$ cat src/rtl/alu_arbiter_if.sv
// Signal bundle for alu_arbiter: two request ports, the ALU drive/return lines and the response channel.
// The ALU flag lines and the returned flags exist only when ALU_ARB_FLAGS_EN is defined.
interface alu_arbiter_if #(
    parameter int WIDTH = 32
);
    logic             r0_valid;
    logic             r0_ready;
    logic [3:0]       r0_select;
    logic [WIDTH-1:0] r0_a;
    logic [WIDTH-1:0] r0_b;

    logic             r1_valid;
    logic             r1_ready;
    logic [3:0]       r1_select;
    logic [WIDTH-1:0] r1_a;
    logic [WIDTH-1:0] r1_b;

    logic [3:0]       alu_select;
    logic [WIDTH-1:0] alu_a;
    logic [WIDTH-1:0] alu_b;
    logic [WIDTH-1:0] alu_result;

    logic             rsp_valid;
    logic             rsp_ready;
    logic             rsp_id;
    logic [WIDTH-1:0] rsp_result;
    logic             rsp_err;

`ifdef ALU_ARB_FLAGS_EN
    logic             alu_carry_out;
    logic             alu_overflow;
    logic             alu_zero;
    logic             rsp_carry;
    logic             rsp_overflow;
    logic             rsp_zero;
`endif

    modport slave (
        input  r0_valid, r0_select, r0_a, r0_b,
        input  r1_valid, r1_select, r1_a, r1_b,
        input  alu_result, rsp_ready,
`ifdef ALU_ARB_FLAGS_EN
        input  alu_carry_out, alu_overflow, alu_zero,
        output rsp_carry, rsp_overflow, rsp_zero,
`endif
        output r0_ready, r1_ready,
        output alu_select, alu_a, alu_b,
        output rsp_valid, rsp_id, rsp_result, rsp_err
    );

    modport master (
        output r0_valid, r0_select, r0_a, r0_b,
        output r1_valid, r1_select, r1_a, r1_b,
        output alu_result, rsp_ready,
`ifdef ALU_ARB_FLAGS_EN
        output alu_carry_out, alu_overflow, alu_zero,
        input  rsp_carry, rsp_overflow, rsp_zero,
`endif
        input  r0_ready, r1_ready,
        input  alu_select, alu_a, alu_b,
        input  rsp_valid, rsp_id, rsp_result, rsp_err
    );
endinterface

$ cat src/rtl/alu_arbiter.sv
// Round-robin arbiter sharing one combinational ALU between two requesters, with a settle delay and a
// tagged valid/ready response. Define ALU_ARB_FLAGS_EN to also capture and return the ALU flags.
module alu_arbiter #(
    parameter int WIDTH         = 32,
    parameter int SETTLE_CYCLES = 1
) (
    input  logic         clk,
    input  logic         reset,
    alu_arbiter_if.slave bus
);

    if (SETTLE_CYCLES < 1 || SETTLE_CYCLES > 15) begin : g_bad_settle
        $error("alu_arbiter: SETTLE_CYCLES must lie in 1..15");
    end

    typedef enum logic [1:0] {
        IDLE = 2'd0,
        EXEC = 2'd1,
        RESP = 2'd2
    } state_t;

    localparam logic [3:0] CNT_LOAD = 4'(SETTLE_CYCLES - 1);

    state_t           state;
    state_t           state_nxt;
    logic             prio;
    logic [3:0]       cnt;

    logic             gnt0;
    logic             gnt1;
    logic             accept;
    logic             win_id;
    logic [3:0]       win_select;
    logic [WIDTH-1:0] win_a;
    logic [WIDTH-1:0] win_b;
    logic             win_legal;

    logic [3:0]       alu_select_q;
    logic [WIDTH-1:0] alu_a_q;
    logic [WIDTH-1:0] alu_b_q;
    logic             rsp_id_q;
    logic [WIDTH-1:0] rsp_result_q;
    logic             rsp_err_q;

    function automatic logic is_legal(input logic [3:0] sel);
        case (sel)
            4'b0000, 4'b0001, 4'b0010, 4'b0100, 4'b0110,
            4'b1000, 4'b1010, 4'b1100, 4'b1110: is_legal = 1'b1;
            default:                            is_legal = 1'b0;
        endcase
    endfunction

    // A lone valid requester wins; on a tie prio names the winner.
    assign gnt0       = (state == IDLE) && bus.r0_valid && (!bus.r1_valid || !prio);
    assign gnt1       = (state == IDLE) && bus.r1_valid && (!bus.r0_valid ||  prio);
    assign accept     = gnt0 || gnt1;
    assign win_id     = gnt1;
    assign win_select = gnt1 ? bus.r1_select : bus.r0_select;
    assign win_a      = gnt1 ? bus.r1_a      : bus.r0_a;
    assign win_b      = gnt1 ? bus.r1_b      : bus.r0_b;
    assign win_legal  = is_legal(win_select);

    always_ff @(posedge clk or posedge reset) begin
        if (reset) state <= IDLE;
        else       state <= state_nxt;
    end

    always_comb begin
        state_nxt = state;
        case (state)
            IDLE:    if (accept) state_nxt = win_legal ? EXEC : RESP;
            EXEC:    if (cnt == 4'd0) state_nxt = RESP;
            RESP:    if (bus.rsp_ready) state_nxt = IDLE;
            default: state_nxt = IDLE;
        endcase
    end

    always_ff @(posedge clk or posedge reset) begin
        if (reset) begin
            prio         <= 1'b0;
            cnt          <= 4'd0;
            alu_select_q <= 4'd0;
            alu_a_q      <= '0;
            alu_b_q      <= '0;
            rsp_id_q     <= 1'b0;
            rsp_result_q <= '0;
            rsp_err_q    <= 1'b0;
        end else begin
            case (state)
                IDLE: begin
                    if (accept) begin
                        prio     <= ~win_id;
                        rsp_id_q <= win_id;
                        if (win_legal) begin
                            alu_select_q <= win_select;
                            alu_a_q      <= win_a;
                            alu_b_q      <= win_b;
                            cnt          <= CNT_LOAD;
                        end else begin
                            // Illegal codes bypass the ALU and leave its inputs untouched.
                            rsp_result_q <= '0;
                            rsp_err_q    <= 1'b1;
                        end
                    end
                end
                EXEC: begin
                    if (cnt != 4'd0) begin
                        cnt <= cnt - 4'd1;
                    end else begin
                        rsp_result_q <= bus.alu_result;
                        rsp_err_q    <= 1'b0;
                    end
                end
                default: ;
            endcase
        end
    end

`ifdef ALU_ARB_FLAGS_EN
    logic rsp_carry_q;
    logic rsp_overflow_q;
    logic rsp_zero_q;

    always_ff @(posedge clk or posedge reset) begin
        if (reset) begin
            rsp_carry_q    <= 1'b0;
            rsp_overflow_q <= 1'b0;
            rsp_zero_q     <= 1'b0;
        end else if (accept && !win_legal) begin
            rsp_carry_q    <= 1'b0;
            rsp_overflow_q <= 1'b0;
            rsp_zero_q     <= 1'b0;
        end else if (state == EXEC && cnt == 4'd0) begin
            rsp_carry_q    <= bus.alu_carry_out;
            rsp_overflow_q <= bus.alu_overflow;
            rsp_zero_q     <= bus.alu_zero;
        end
    end

    assign bus.rsp_carry    = rsp_carry_q;
    assign bus.rsp_overflow = rsp_overflow_q;
    assign bus.rsp_zero     = rsp_zero_q;
`endif

    // Ready is gated by reset so an asserted reset forces every output low at once.
    assign bus.r0_ready   = gnt0 && !reset;
    assign bus.r1_ready   = gnt1 && !reset;
    assign bus.alu_select = alu_select_q;
    assign bus.alu_a      = alu_a_q;
    assign bus.alu_b      = alu_b_q;
    assign bus.rsp_valid  = (state == RESP);
    assign bus.rsp_id     = rsp_id_q;
    assign bus.rsp_result = rsp_result_q;
    assign bus.rsp_err    = rsp_err_q;

endmodule

$ cat src/flat_wrapper.sv
// flat-port wrapper written by rule: the top's interface ports become plain ports
module alu_arbiter_flat 
#(
    parameter int WIDTH         = 32,
    parameter int SETTLE_CYCLES = 1
)
  (clk, reset, bus_r0_valid, bus_r0_select, bus_r0_a, bus_r0_b, bus_r1_valid, bus_r1_select, bus_r1_a, bus_r1_b, bus_alu_result, bus_rsp_ready, bus_r0_ready, bus_r1_ready, bus_alu_select, bus_alu_a, bus_alu_b, bus_rsp_valid, bus_rsp_id, bus_rsp_result, bus_rsp_err);
  alu_arbiter_if #(.WIDTH(WIDTH)) bus_i ();
  input  logic clk;
  input  logic reset;
  input wire logic [$bits(bus_i.r0_valid)-1:0] bus_r0_valid;
  input wire logic [$bits(bus_i.r0_select)-1:0] bus_r0_select;
  input wire logic [$bits(bus_i.r0_a)-1:0] bus_r0_a;
  input wire logic [$bits(bus_i.r0_b)-1:0] bus_r0_b;
  input wire logic [$bits(bus_i.r1_valid)-1:0] bus_r1_valid;
  input wire logic [$bits(bus_i.r1_select)-1:0] bus_r1_select;
  input wire logic [$bits(bus_i.r1_a)-1:0] bus_r1_a;
  input wire logic [$bits(bus_i.r1_b)-1:0] bus_r1_b;
  input wire logic [$bits(bus_i.alu_result)-1:0] bus_alu_result;
  input wire logic [$bits(bus_i.rsp_ready)-1:0] bus_rsp_ready;
  output wire logic [$bits(bus_i.r0_ready)-1:0] bus_r0_ready;
  output wire logic [$bits(bus_i.r1_ready)-1:0] bus_r1_ready;
  output wire logic [$bits(bus_i.alu_select)-1:0] bus_alu_select;
  output wire logic [$bits(bus_i.alu_a)-1:0] bus_alu_a;
  output wire logic [$bits(bus_i.alu_b)-1:0] bus_alu_b;
  output wire logic [$bits(bus_i.rsp_valid)-1:0] bus_rsp_valid;
  output wire logic [$bits(bus_i.rsp_id)-1:0] bus_rsp_id;
  output wire logic [$bits(bus_i.rsp_result)-1:0] bus_rsp_result;
  output wire logic [$bits(bus_i.rsp_err)-1:0] bus_rsp_err;
  assign bus_i.r0_valid = bus_r0_valid;
  assign bus_i.r0_select = bus_r0_select;
  assign bus_i.r0_a = bus_r0_a;
  assign bus_i.r0_b = bus_r0_b;
  assign bus_i.r1_valid = bus_r1_valid;
  assign bus_i.r1_select = bus_r1_select;
  assign bus_i.r1_a = bus_r1_a;
  assign bus_i.r1_b = bus_r1_b;
  assign bus_i.alu_result = bus_alu_result;
  assign bus_i.rsp_ready = bus_rsp_ready;
  assign bus_r0_ready = bus_i.r0_ready;
  assign bus_r1_ready = bus_i.r1_ready;
  assign bus_alu_select = bus_i.alu_select;
  assign bus_alu_a = bus_i.alu_a;
  assign bus_alu_b = bus_i.alu_b;
  assign bus_rsp_valid = bus_i.rsp_valid;
  assign bus_rsp_id = bus_i.rsp_id;
  assign bus_rsp_result = bus_i.rsp_result;
  assign bus_rsp_err = bus_i.rsp_err;
  alu_arbiter #(.WIDTH(WIDTH), .SETTLE_CYCLES(SETTLE_CYCLES)) u_core (.clk(clk), .reset(reset), .bus(bus_i));
endmodule
$ cat config.mk
export PLATFORM = sky130hd
export DESIGN_NAME = alu_arbiter_flat
export DESIGN_NICKNAME = d
export VERILOG_FILES = /design/src/rtl/alu_arbiter_if.sv /design/src/rtl/alu_arbiter.sv /design/src/flat_wrapper.sv
export SDC_FILE = /design/constraint.sdc
export NUM_CORES = 1
export LEC_CHECK = 0
export BUFFER_PORTS_ARGS = -buffer_cell sky130_fd_sc_hd__buf_4
export CAP_MARGIN = 5
export CORE_ASPECT_RATIO = 0.75
export CORE_MARGIN = 1
export CORE_UTILIZATION = 35
export CTS_CLUSTER_DIAMETER = 60
export CTS_CLUSTER_SIZE = 10
export DETAILED_ROUTE_END_ITERATION = 10
export PLACE_DENSITY_LB_ADDON = 0.25
export SKIP_CTS_REPAIR_TIMING = 1
export SYNTH_ARGS = -nofsm -noshare
export SYNTH_HDL_FRONTEND = slang
export SYNTH_SLANG_ARGS = --single-unit
$ cat constraint.sdc
create_clock -name clk -period 6.9 [get_ports clk]
set_clock_uncertainty 0.1 [all_clocks]
set_input_delay 0.69 -clock clk [delete_from_list [all_inputs] [get_ports clk]]
set_output_delay 0.69 -clock clk [all_outputs]
set_load 0.005 [all_outputs]
## After elaboration in Yosys (flattened, before gate mapping)

Memories as Yosys holds them, arrays and structs flattened.
Cells that the tools add are included.

- Add/subtract/negate cells: 1
- Equal/unequal tests: 9
- Mux-type cells: 20
- Bitwise gates (word level): 1
- Reductions and logical operators: 22

Operator list:

| cell | count |
|---|---|
| $mux 32 | 5 |
| $pmux 32 s2 | 1 |
| $mux 4 | 4 |
| $mux 2 | 4 |
| $ne 2x1->1 const B | 4 |
| $pmux 4 s2 | 1 |
| $reduce_and 4->1 | 2 |
| $logic_and 1x1->1 | 6 |
| $ne 2x2->1 const B | 3 |
| $pmux 2 s3 | 1 |
| $reduce_and 3->1 | 2 |
| $logic_not 1->1 | 4 |
| $logic_not 4->1 | 1 |
| $reduce_bool 4->1 | 1 |
| $sub 4x1->4 const B | 1 |
| $logic_or 1x1->1 | 3 |
| $mux 1 | 3 |
| $eq 2x1->1 const B | 1 |
| $eq 2x2->1 const B | 1 |
| $logic_not 2->1 | 1 |
| $pmux 1 s2 | 1 |
| $reduce_and 2->1 | 1 |
| $reduce_bool 2->1 | 1 |
| $not 1->1 | 1 |

- Register bits: 109
- Memory bits (read-only): 16
- Bits of input ports: 173
- Output and inout bits: 105
- Logic and storage cells: 63
- Memories: 1

Memories:

| name | depth | width | read ports | clocked after memory_dff | write ports | RTL line | source |
|---|---|---|---|---|---|---|---|
| (no name shown) | 16 | 1 | 1 | 0 | 0 | alu_arbiter.sv:46 | `case (sel)` |

## Longest topological paths before layout

An unclocked memory read counts as a cell.

- Depth in word-level cells: 8
- Gate-level depth with buffers: 8
- Gate-level depth less buffers: 6

## Worst setup path before layout

OpenSTA, ideal clock, no wires.

- Path type: input port to output port
- From: in bus_r1_valid
- To: out bus_r1_ready
- Data arrival time: 1,525 ps
- Required time: 6,110 ps
- Path slack: 4,585 ps
- Stages on the path: 5
- Buffers on the path: 2
- Cells stage by stage: nor3b_4 -> nand2_2 -> buf_2 -> buf_2 -> nor2_1

- Cells in the longest elaborated chain, start to end: 3

Ends and longest elaborated chain:

| item | RTL line | source |
|---|---|---|
| start: declaration | flat_wrapper.sv:15 | `input wire logic [$bits(bus_i.r1_valid)-1:0] bus_r1_valid;` |
| $logic_and 1x1->1 (2 in series) | alu_arbiter.sv:55 | `assign gnt1 = (state == IDLE) && bus.r1_valid && (!bus.r0_valid \|\| prio);` |
| $logic_and 1x1->1 | alu_arbiter.sv:147 | `assign bus.r1_ready = gnt1 && !reset;` |
| end: declaration | flat_wrapper.sv:22 | `output wire logic [$bits(bus_i.r1_ready)-1:0] bus_r1_ready;` |

No other way between the ends.

## Worst setup path in the final report

- From: reg u_core.state[0]
- To: out bus_r1_ready

- Cells in the longest elaborated chain, start to end: 4

Ends and longest elaborated chain:

| item | RTL line | source |
|---|---|---|
| start: declaration | alu_arbiter.sv:24 | `state_t state;` |
| start signal: assignment | alu_arbiter.sv:65 | `else state <= state_nxt;` |
| $logic_not 2->1 | alu_arbiter.sv:55 |  |
| $logic_and 1x1->1 (2 in series) | alu_arbiter.sv:55 |  |
| $logic_and 1x1->1 | alu_arbiter.sv:147 |  |

No other way between the ends.

==> results.json <==
{
  "status": "complete, no violations",
  "diodes": 0,
  "internal_power_mw": 2.01,
  "avgSynthCellArea_um2": 14.4,
  "p_sw_mw": 0.934,
  "p_comb_share_pct": 44.4,
  "io_pins": 278,
  "synth_top_area_share_pct": 54.9,
  "crit_path_start": "u_core.state[0]$_DFFE_PP0P_",
  "grt-ovfl-total": 0,
  "fmax_mhz": 343,
  "ys_top_cells_by_area": "dfrtp_1 55%, mux2_2 17%, mux2_1 13%",
  "die_w_um": 140,
  "avgViaCountPerCell": 4.80,
  "clock_latency_ps": 340,
  "wl_per_cell_um": 16.6,
  "vdd_drop_max_mv": 0.213,
  "arrival_ps": 2130,
  "wl_met2_mm": 6.40,
  "min-delay-path-class": "in2async",
  "critPathMaxFanout": 63,
  "synth_area_um2": 4970,
  "die_area_um2": 14700,
  "place.gp.congestion": 0.789,
  "p_seq_share_pct": 38.8,
  "place_area_um2": 7170,
  "ctsRootBufferMaster": "clkbuf_16",
  "rsz0062_at_grt": "no",
  "cts_max_path_buffers": 2,
  "ys.flop_type": "dfrtp_1",
  "drive_above_1_share_pct": 60.6,
  "coreArea_um2": 13800,
  "slew_viol_final": 0,
  "p_clk_share_pct": 16.8,
  "path_clk_slew_ps": 70,
  "hold_violations": 0,
  "dp_hpwl_mm": 10.0,
  "maxCapViolCount": 0,
  "fin_area_um2": 7450,
  "die_h_um": 105,
  "met1Wirelength_mm": 5.50,
  "endpoint_kind": "output port",
  "clkSinkCount": 109,
  "power_density_nw_per_um2": 395,
  "start_util_pct": 36.0,
  "vias": 3814,
  "startpoint_type": "flop",
  "antenna_found_initial": 0,
  "synth_cells": 345,
  "drc": 0,
  "grt_max_degree": 66,
  "cts_buffers": 9,
  "cp_cell_sequence": "nor3b_4, nand2_2, buf_4, nor2_1, buf_4",
  "syn_to_final_growth_pct": 50.1,
  "cts_tree": "built",
  "critPathKind": "reg2out",
  "synth_cell_types": 31,
  "r2r-start": "u_core.state[0]$_DFFE_PP0P_",
  "drt_iter0_drc": 115,
  "met3_length_mm": 1.15,
  "finalSetupViolCount": 0,
  "ys_async_sr_fraction_pct": 100,
  "leakagePower_nw": 3.64,
  "power_mw": 2.95,
  "worst_pin_slew_ps": 1260,
  "synth-seq-cells": 109,
  "yosys.area.top_type": "dfrtp_1",
  "finalCritPeriodShare_pct": 42.3,
  "nets": 790,
  "htreeDepth": 3,
  "synth_warnings": 0,
  "cpPeakStageDelay_ps": 680,
  "grt_pass1_wl_mm": 21.0,
  "grt_usage_pct": 18.4,
  "slew_headroom_pct": 16.1,
  "path_common_cell": "buf_4",
  "dr.pass1.iters": 4,
  "num_rows": 37,
  "finalWorstPathRequiredPeriod_ps": 2920,
  "ys_seq_area_share_pct": 54.9,
  "port_buffers": 277,
  "top_layer": "met4",
  "worst_path_max_delay_cell": "buf_4",
  "synth_edf_count": 0,
  "grt_pass1_vias": 4047,
  "drt.antenna.violating_nets": 0,
  "synth_nets": 519,
  "fin_setup_tns_ps": 0,
  "cp.required_ps": 6110,
  "netSwitchingFraction_pct": 31.7,
  "synth.top_cells.by_count": "109 x dfrtp_1, 74 x mux2_2, 58 x mux2_1, 32 x a22o_1, 9 x clkbuf_1",
  "synth.most_common_cell": "dfrtp_1",
  "routed_wl_mm": 13.2
}
power by group through the flow:
stage | sequential [mW] | clock [mW] | combinational [mW]
floorplan | 1.15 | 0 | 0.655
global placement | 1.14 | 0 | 1.30
detailed placement | 1.15 | 0 | 1.34
CTS | 1.15 | 0.517 | 1.33
global route | 1.19 | 0.539 | 1.43
finish | 1.14 | 0.496 | 1.31
cell families after synthesis:
family                   count (synthesis)  synth area share, %
AND/OR/NAND/NOR                         28                 3.45
flip-flops                             109                 54.9
XOR/XNOR                                 2                0.353
AO/OA/AOI/OAI                           48                 7.91
multiplexers                           133                 30.1
buffers and inverters                   24                 3.00
adder cells (fa/ha/maj)                  1                0.252
path summary, 6_finish.rpt:
check                                                             end  slack, ps  depth (start not counted)
worst max-delay path                                     bus_r1_ready       3980                          5
worst max register to register  u_core.bus.rsp_result[29]$_DFFE_PP0P_       4350                          4
max in group asynchronous                 u_core.state[1]$_DFFE_PP0P_       5120                          3
worst min-delay path                 u_core.bus.alu_a[27]$_DFFE_PP0P_        320                          2
min in group clk                              u_core.prio$_DFFE_PP0P_        380                          1
worst min register to register                u_core.prio$_DFFE_PP0P_        380                          1
through the flow:
stage / setup WS [ps] / hold WS, ps / instances / utilization, %
final: 3980 / 320 / 795 / 54.0
after floorplan: 3240 / 354 / 345 / -
after global placement: 3990 / 370 / 780 / 52.0
after global routing: 3820 / 366 / 795 / 54.0
after CTS: 3910 / 340 / 795 / 54.0
after detailed placement: 3950 / 376 / 780 / 52.0
layout make-up:
class	instances	area (µm²)
fill	1207	6340
sequential	109	2730
timing repair buffer	281	2110
multi-input combinational	212	2100
clock buffer	10	239
tap	175	219
clock inverter	5	42.5
inverter	3	13.8
critical path: cells and delay by family (launching register included):
family        cells  cell delay [ps]
buf+inv           2              840
simple gates      3              380
flops             1              550
placed cells by master, fill, tap and decap left out, types with 2 or more instances in the layout:
cell type,instances
and3_1,2
o21a_1,2
dfrtp_1,109
inv_6,3
clkbuf_16,9
nor2_1,6
nor2b_1,2
a22o_1,32
o31ai_1,2
nand2b_1,3
nand3_1,3
nor3_1,3
a21oi_1,3
a211oi_1,3
inv_1,2
xor2_1,2
o21ai_0,3
mux2_2,74
nand2_1,3
mux2_1,58
buf_4,281
layer usage:
| metal | vias up | GRT usage, % |
|---|---|---|
| met2 | 181 | 31.0 |
| li1 | 1804 | - |
| met3 | 16 | 6.00 |
| met1 | 1813 | 22.6 |
| met5 | - | 0 |
| met4 | 0 | 5.18 |
registers in the layout (all words and copies together), names as in the netlist:
| signal | count |
|---|---|
| u_core.bus.alu_b | 32 |
| u_core.cnt | 4 |
| u_core.bus.alu_select | 4 |
| u_core.bus.alu_a | 32 |
| u_core.bus.rsp_id | 1 |
| u_core.prio | 1 |
| u_core.state | 2 |
| u_core.bus.rsp_err | 1 |
| u_core.bus.rsp_result | 32 |
(Power assumes the default switching activity.)
